### config.mk
export PLATFORM = sky130hd
export DESIGN_NAME = kuznechik_inv_l
export DESIGN_NICKNAME = d
export VERILOG_FILES = /design/src/rtl/kuznechik_inv_l.sv
export SDC_FILE = /design/constraint.sdc
export NUM_CORES = 1
export LEC_CHECK = 0
export ABC_AREA = 0
export BUFFER_PORTS_ARGS = -buffer_cell sky130_fd_sc_hd__clkbuf_2
export CAP_MARGIN = 15
export CORE_MARGIN = 5
export CORE_UTILIZATION = 50
export DETAILED_ROUTE_END_ITERATION = 10
export GPL_ROUTABILITY_DRIVEN = 0
export PLACE_DENSITY = 0.76
export SETUP_SLACK_MARGIN = 0.4
export SYNTH_ARGS = -nofsm -noshare
export SYNTH_HDL_FRONTEND = slang
export SYNTH_SLANG_ARGS = --single-unit
### constraint.sdc
create_clock -name clk -period 2.5 [get_ports clk]
set_input_delay 0.125 -clock clk [delete_from_list [all_inputs] [get_ports clk]]
set_output_delay 0.125 -clock clk [all_outputs]
set_load 0.05 [all_outputs]
### src/rtl/kuznechik_inv_l.sv
// Kuznechik inverse linear transform L^-1: sixteen inverse R steps applied to one 128-bit block.
// Latency: put sampled at edge N -> ready pulse and valid res in the cycle after edge N+16, both builds.
// Backpressure: iterative build drops accept while a block is in flight and ignores put then; pipelined build always accepts.
//
// Build option: define KUZ_INV_L_PIPE_EN for the fully unrolled pipeline (one block per cycle).
// Without it, a single inverse R unit is reused under an IDLE/RUN FSM (one block per 17 cycles).
//
// Ports:
//   clk    - rising-edge clock
//   rst_n  - asynchronous active-low reset; clears res, ready and all in-flight state
//   put    - input strobe, sampled while accept = 1
//   data   - input block, byte j = data[8j+7:8j]
//   accept - a new block can be taken this cycle
//   res    - L^-1(data), valid while ready = 1
//   ready  - one-cycle pulse per completed block
module kuznechik_inv_l #(
    parameter int ROUNDS = 16
) (
    input  logic         clk,
    input  logic         rst_n,
    input  logic         put,
    input  logic [127:0] data,
    output logic         accept,
    output logic [127:0] res,
    output logic         ready
);

    // Coefficient vector packed so that byte i holds c[i]:
    // c = 01,94,20,85,10,C2,C0,01,FB,01,C0,C2,10,85,20,94
    localparam logic [127:0] COEF = 128'h94_20_85_10_C2_C0_01_FB_01_C0_C2_10_85_20_94_01;

    // GF(2^8) multiply modulo x^8+x^7+x^6+x+1. One operand is always a constant,
    // so synthesis folds each call into a small XOR network.
    function automatic logic [7:0] gf_mul(input logic [7:0] a, input logic [7:0] b);
        logic [7:0] p;
        logic [7:0] x;
        p = '0;
        x = a;
        for (int i = 0; i < 8; i++) begin
            if (b[i]) begin
                p = p ^ x;
            end
            x = x[7] ? ({x[6:0], 1'b0} ^ 8'hC3) : {x[6:0], 1'b0};
        end
        return p;
    endfunction

    // One inverse R step: byte 0 plus the weighted sum of bytes 1..15 becomes the
    // new top byte while the rest of the block shifts down by one byte.
    function automatic logic [127:0] inv_r(input logic [127:0] t);
        logic [7:0] acc;
        acc = t[7:0];
        for (int j = 1; j < 16; j++) begin
            acc = acc ^ gf_mul(t[8*j +: 8], COEF[8*(16-j) +: 8]);
        end
        return {acc, t[127:8]};
    endfunction

`ifdef KUZ_INV_L_PIPE_EN

    // stage_q[0] only registers the input; stage_q[i] holds i rounds and the
    // output register applies the last round, giving ROUNDS compute stages.
    logic [127:0]      stage_q [ROUNDS];
    logic [ROUNDS-1:0] vld_q;

    assign accept = 1'b1;

    // Datapath carries no reset: its contents are qualified by vld_q.
    always_ff @(posedge clk) begin
        stage_q[0] <= data;
        for (int i = 1; i < ROUNDS; i++) begin
            stage_q[i] <= inv_r(stage_q[i-1]);
        end
    end

    always_ff @(posedge clk or negedge rst_n) begin
        if (!rst_n) begin
            vld_q <= '0;
            res   <= '0;
            ready <= 1'b0;
        end else begin
            vld_q <= {vld_q[ROUNDS-2:0], put};
            res   <= inv_r(stage_q[ROUNDS-1]);
            ready <= vld_q[ROUNDS-1];
        end
    end

`else

    typedef enum logic {
        IDLE = 1'b0,
        RUN  = 1'b1
    } state_t;

    localparam logic [4:0] LAST = 5'(ROUNDS - 1);

    state_t       state_q;
    state_t       state_d;
    logic [127:0] work_q;
    logic [127:0] work_d;
    logic [127:0] res_d;
    logic [127:0] round_out;
    logic [4:0]   cnt_q;
    logic [4:0]   cnt_d;
    logic         ready_d;

    assign round_out = inv_r(work_q);

    always_comb begin
        state_d = state_q;
        work_d  = work_q;
        cnt_d   = cnt_q;
        res_d   = res;
        ready_d = 1'b0;
        accept  = 1'b0;
        case (state_q)
            IDLE: begin
                accept = 1'b1;
                if (put) begin
                    work_d  = data;
                    cnt_d   = '0;
                    state_d = RUN;
                end
            end
            RUN: begin
                work_d = round_out;
                cnt_d  = cnt_q + 5'd1;
                // cnt_q counts rounds already applied; this edge applies the last one.
                if (cnt_q == LAST) begin
                    res_d   = round_out;
                    ready_d = 1'b1;
                    state_d = IDLE;
                end
            end
            default: begin
                state_d = IDLE;
            end
        endcase
    end

    always_ff @(posedge clk or negedge rst_n) begin
        if (!rst_n) begin
            state_q <= IDLE;
            work_q  <= '0;
            cnt_q   <= '0;
            res     <= '0;
            ready   <= 1'b0;
        end else begin
            state_q <= state_d;
            work_q  <= work_d;
            cnt_q   <= cnt_d;
            res     <= res_d;
            ready   <= ready_d;
        end
    end

`endif

endmodule

# Word-level counts from Yosys, hierarchy flattened
# Cells that the tools add are included.
dict set report word_totals {
  reg_bits 263
  output_inout_bits 130
  word_cells 217
}
dict set report op_classes {
  reduce_logical 1
  n_bitwise 117
  n_eq_ne 2
  n_mux 91
  add_sub_neg 1
}
# operator n
set op_table {}
lappend op_table {{two-way mux 8 bit} 81}
lappend op_table {{inverter 4 bit} 81}
lappend op_table {{XOR 8 bit} 35}
lappend op_table {{one-hot mux 128 bit (2 select lines)} 1}
lappend op_table {{two-way mux 128 bit} 1}
lappend op_table {{one-hot mux 5 bit (2 select lines)} 1}
lappend op_table {{adder 5 x 1 -> 5 bit (second input constant)} 1}
lappend op_table {{== test 5 x 4 -> 1 bit (second input constant)} 1}
lappend op_table {{two-way mux 1 bit} 5}
lappend op_table {{two-way mux 5 bit} 1}
lappend op_table {{inequality test 2 bit (second input constant)} 1}
lappend op_table {{one-hot mux 1 bit (2 select lines)} 1}
lappend op_table {{AND reduction 2 bit} 1}
lappend op_table {{inverter 1 bit} 1}

# Longest topological paths before layout
dict set report logic_depth {
  word_depth 31
  mapped_depth 8
  ltp_nobuf 7
}

# Least setup slack after synthesis
# No wires, ideal clock.
dict set report synth_path {
  path_type {flip-flop to flip-flop}
  startpoint {reg work_q[95]}
  endpoint {reg work_q[126]}
  t_arrival_ps 2566
  n_path_buf 1
  setup_ps 77
  path_stages_with_launch 9
  synth_period_minus_slack_ps 2643
  required_time_ps 2423
  path_slack_ps -143
  cell_sequence {dfrtp_1 buf_2 xnor3_2 xnor3_2 xnor3_2 xnor2_1 xnor2_1 xnor3_1 a21oi_1}
}
dict set report synth_between {
  elab_chain_len 17
  word_cells_on_any_way 21
  cone_classes {mux: 8; bitwise: 13}
}
# element line_no
set synth_lines {}
lappend synth_lines {{start, declared} 99} ;# logic [127:0] work_q;
lappend synth_lines {{start signal, assigned} 150} ;# work_q <= work_d;
lappend synth_lines {{two-way mux 8 bit (*)} 43} ;# x = x[7] ? ({x[6:0], 1'b0} ^ 8'hC3) : {x[6:0], 1'b0};
lappend synth_lines {{inverter 4 bit (no line)} --}
lappend synth_lines {{two-way mux 8 bit (2 in a row)} 43}
lappend synth_lines {{inverter 4 bit (no line)} --}
lappend synth_lines {{two-way mux 8 bit (2 in a row)} 43}
lappend synth_lines {{inverter 4 bit (no line)} --}
lappend synth_lines {{two-way mux 8 bit (2 in a row)} 43}
lappend synth_lines {{XOR 8 bit (*)} 41} ;# p = p ^ x;
lappend synth_lines {{XOR 8 bit (*) (5 in a row)} 54} ;# acc = acc ^ gf_mul(t[8*j +: 8], COEF[8*(16-j) +: 8]);
lappend synth_lines {{one-hot mux 128 bit (2 select lines) (*)} 116} ;# case (state_q)
# Every way passes the cells marked *; elsewhere a longest branch is shown, timed or not.
# A chain may end at the register's enable or synchronous reset.

# Final worst setup path
dict set report layout_path {
  startpoint {reg work_q[54]}
  endpoint {reg work_q[126]}
}
dict set report layout_between {
  elab_chain_len 22
  word_cells_on_any_way 25
  cone_classes {mux: 8; bitwise: 17}
}
# element line_no
set layout_lines {}
lappend layout_lines {{inverter 4 bit (no line)} --}
lappend layout_lines {{two-way mux 8 bit (*) (3 in a row)} 43}
lappend layout_lines {{inverter 4 bit (no line) / two-way mux 8 bit (equally long branches)} --}
lappend layout_lines {{two-way mux 8 bit (*) (2 in a row)} 43}
lappend layout_lines {{inverter 4 bit (no line) / two-way mux 8 bit (equally long branches)} --}
lappend layout_lines {{two-way mux 8 bit (*)} 43}
lappend layout_lines {{two-way mux 8 bit} 43}
lappend layout_lines {{XOR 8 bit (*)} 41}
lappend layout_lines {{XOR 8 bit (*) (10 in a row)} 54}
lappend layout_lines {{one-hot mux 128 bit (2 select lines) (*)} 116}
# Marks and branches as above.

==> run_results.csv <==
group,metric,value,unit
timing,fmax,393,MHz
route,wl,45300,microns
timing,rsz0062_at_grt,"true",
worst_setup_path,startpoint_type,"flop",
cells_and_area,multi_input_area,6810,sq um
global_route,grt_pass1_vias,11000,
logic_synthesis,synthXorXnorAreaFrac,17.5,%
floorplanning,chipWidth,172,microns
global_route,grt_usage,29.0,%
place,port_buffers,260,
cells_and_area,synthToLayoutAreaGrowth,39.6,%
timing,fin_crit,2.54,ns
cts,cts_sinks,263,
timing,post-route-period-util,102,%
worst_setup_path,rr_endpoint,"work_q[126]",
route,drt_iter0_drc,994,
status,violations,"setup timing",
worst_setup_path,crit-reg2reg-launch,"work_q[54]",
route,dr.pass1.iters,5,
logic_synthesis,synth.distinct_cells,25,
global_route,grt_pass1_wl,65300,microns
logic_synthesis,synthCells,1110,
timing,tightest_slew,0.617,ns
cts,clock_path_buffers,3,
cts,clkTransAtPathRegs,0.07,ns
timing,max-slew-margin-rel,58.9,%
place,place_inst,1694,
cells_and_area,finalNonFillerCells,1905,
timing,hold_violations,0,
logic_synthesis,synth_compound_area_share,5.88,%
floorplanning,pin_count,261,
worst_setup_path,crit_fanout,6,
logic_synthesis,synth-simple-area-share,4.36,%
floorplanning,die_y,172,microns
global_route,antenna_found_initial,0,
logic_synthesis,yosysSeqAreaShare,50.2,%
route,route.detailed.drc,0,
timing,finalWorstSetupSlack,-0.0434,ns
logic_synthesis,synth_top_area_share,50.2,%
global_route,top_usage_layer,"met2",
worst_setup_path,critPathKind,"flop to flop",
timing,drv_slew,0,
route,ant_nets,0,
cells_and_area,fin_util,70.6,%
cells_and_area,fill_cells,1663,
cts,clk_latency,0.55,ns
cts,cts_tree,"built",
global_route,use_met2,47.1,%
worst_setup_path,end_kind,"flop",
cells_and_area,regArea,6610,sq um
floorplanning,rows,59,
place,hpwl,28600,microns
cells_and_area,drive_gt1_share,39.5,%
worst_setup_path,cp-startpoint,"work_q[54]",
timing,skew,0.00852,ns
logic_synthesis,mappedNetlistArea,13100,sq um
floorplanning,fp.coreArea,25900,sq um
cells_and_area,fin_nets,1680,
logic_synthesis,synth_top_family_by_area,"multiplexers",
floorplanning,initial_core_util,50.6,%
global_route,grt_max_degree,164,
floorplanning,die_area,29500,sq um
logic_synthesis,synthesis.nets,1243,
status,outcome,"finished, violations left",
logic_synthesis,avgSynthCellArea,11.8,sq um
worst_setup_path,r2r_slack,-0.04,ns
cts,cts-root-buf,"clkbuf_16",
logic_synthesis,yosysWarnings,0,
route,post_drt_via_cell_ratio,5.64,
worst_setup_path,critPathRequiredTime,2.95,ns
worst_setup_path,critPathArrivalTime,3.00,ns
worst_setup_path,crit_path_end,"work_q[126]",
run,cap_violations,0,
global_route,grt_use_met3,5.83,%
logic_synthesis,synth_seq_cells,263,
logic_synthesis,synthMuxAreaShare,19.6,%
worst_setup_path,worstRegToRegCells,7,
hold_path,hp-class,"input port to flop",
timing,setup_viol,2,
route,avgRoutedWirePerCell,23.8,microns
global_route,overflow,0,
cts,cts_buffers,28,
cts,htreeDepth,1,
logic_synthesis,synth_fa_ha_area_share,0.191,%
logic_synthesis,synthTopCellsByArea,"dfrtp_1 (50%), xnor2_1 (12%), mux2_2 (10%), mux2i_1 (9.2%), o21ai_0 (4.9%)",
logic_synthesis,yosysTopAreaCell,"dfrtp_1",
global_route,grt_util_met1,38.6,%
route,vias,10700,
## metal layers
metal	up-vias	wire length [microns]	share of wire [%]
li1	4622	-	-
met1	5416	17500	39
met2	573	21900	48
met3	138	3770	8.3
met4	0	2080	4.6
met5	-	0	0
## stage by stage
step	hold WS, ns	setup TNS, ns	setup slack [ns]	instance area (sq um)
after floorplan	-0.171	0	0.270	13200
after global placement	0.109	0	0.109	15300
after detailed placement	0.112	0	0.0658	15300
after CTS	0.00635	0	0.106	17900
after global routing	0.0235	-0.243	-0.117	18300
final	0.0148	-0.0546	-0.0434	18300
## cell families (layout without fill, tap and decap cells)
group / Yosys count / after routing
compound gates: 148 / 148
xor+xnor: 230 / 230
fa+ha+maj: 2 / 2
buf+inv: 79 / 538
flops: 263 / 263
mux: 241 / 241
other cells: 0 / 1
simple gates: 147 / 147
## cell usage after synthesis, drive strengths merged
cell / count
inv: 4
a211oi: 6
o211a: 1
nor2: 5
xnor2: 177
o21ai: 131
xor2: 33
and3: 1
a21o: 1
mux2i: 121
a31o: 2
buf: 15
mux2: 120
a21oi: 7
dfrtp: 263
xnor3: 20
clkbuf: 59
ha: 2
nor2b: 6
nand2: 133
nand3: 2
clkinv: 1
## what timing repair did
action,4_1_cts,5_1_grt
buffers inserted,19,11
resized for setup,49,52
endpoints found under the setup margin,16,86
endpoints found under the hold margin,190,0
hold buffers,127,0
pin swaps,23,31
cloned,0,1
## worst max-delay path: stages, from the launching register on
cell     delay, ns
dfrtp_1       0.49
xnor2_1       0.35
xnor3_1       0.35
xor2_1        0.18
xnor3_2       0.34
xor2_2        0.18
xnor3_1       0.37
a21oi_1       0.19
## placed cells by master (no fill, tap or decap), types with 2 or more instances in the layout
master | Yosys | layout
xnor3_2 | 3 | 4
ha_1 | 2 | 2
xnor3_1 | 17 | 16
dfrtp_1 | 263 | 241
nand3_1 | 2 | 2
buf_12 | 0 | 8
o21ai_1 | 2 | 6
clkinv_2 | 0 | 6
xor2_2 | 0 | 13
nand2_1 | 133 | 132
clkbuf_16 | 0 | 30
xnor2_4 | 0 | 4
dfrtp_2 | 0 | 21
clkbuf_2 | 0 | 258
a21oi_1 | 7 | 4
inv_1 | 4 | 4
nor2b_1 | 6 | 6
buf_6 | 0 | 11
nor2_1 | 5 | 5
a31o_2 | 2 | 2
mux2i_1 | 121 | 121
clkbuf_8 | 0 | 9
buf_4 | 0 | 74
xnor2_2 | 0 | 49
clkbuf_1 | 59 | 6
mux2_2 | 120 | 119
dlygate4sd3_1 | 0 | 127
a21oi_2 | 0 | 3
xor2_1 | 33 | 19
xnor2_1 | 177 | 124
a211oi_1 | 6 | 6
bufinv_16 | 0 | 2
o21ai_0 | 129 | 124
## area by class of cell
cell class                 instances  area share [%]
timing repair buffer             481            19.0
sequential                       263            36.1
tap                              335            2.29
multi-input combinational        768            37.2
antenna                            1          0.0137
inverter                           5           0.103
clock buffer                      44            4.77
clock inverter                     8           0.492
## flip-flops by register name, summed over array words and instances (netlist names)
signal / count
state_q: 1
cnt_q: 5
res: 128
ready: 1
work_q: 128
## worst min path at each step
stage / depth (start not counted) / startpoint / end
2_1_floorplan: 0 / rst_n / cnt_q[0]
3_3_place_gp: 1 / rst_n / res[33]
3_5_place_dp: 1 / rst_n / res[40]
4_1_cts: 3 / data[111] / work_q[111]
5_1_grt: 3 / data[111] / work_q[111]
6_report: 3 / data[111] / work_q[111]
Power is not shown: default switching activity piles up to over one toggle a cycle in this logic, so the estimate is an artifact.
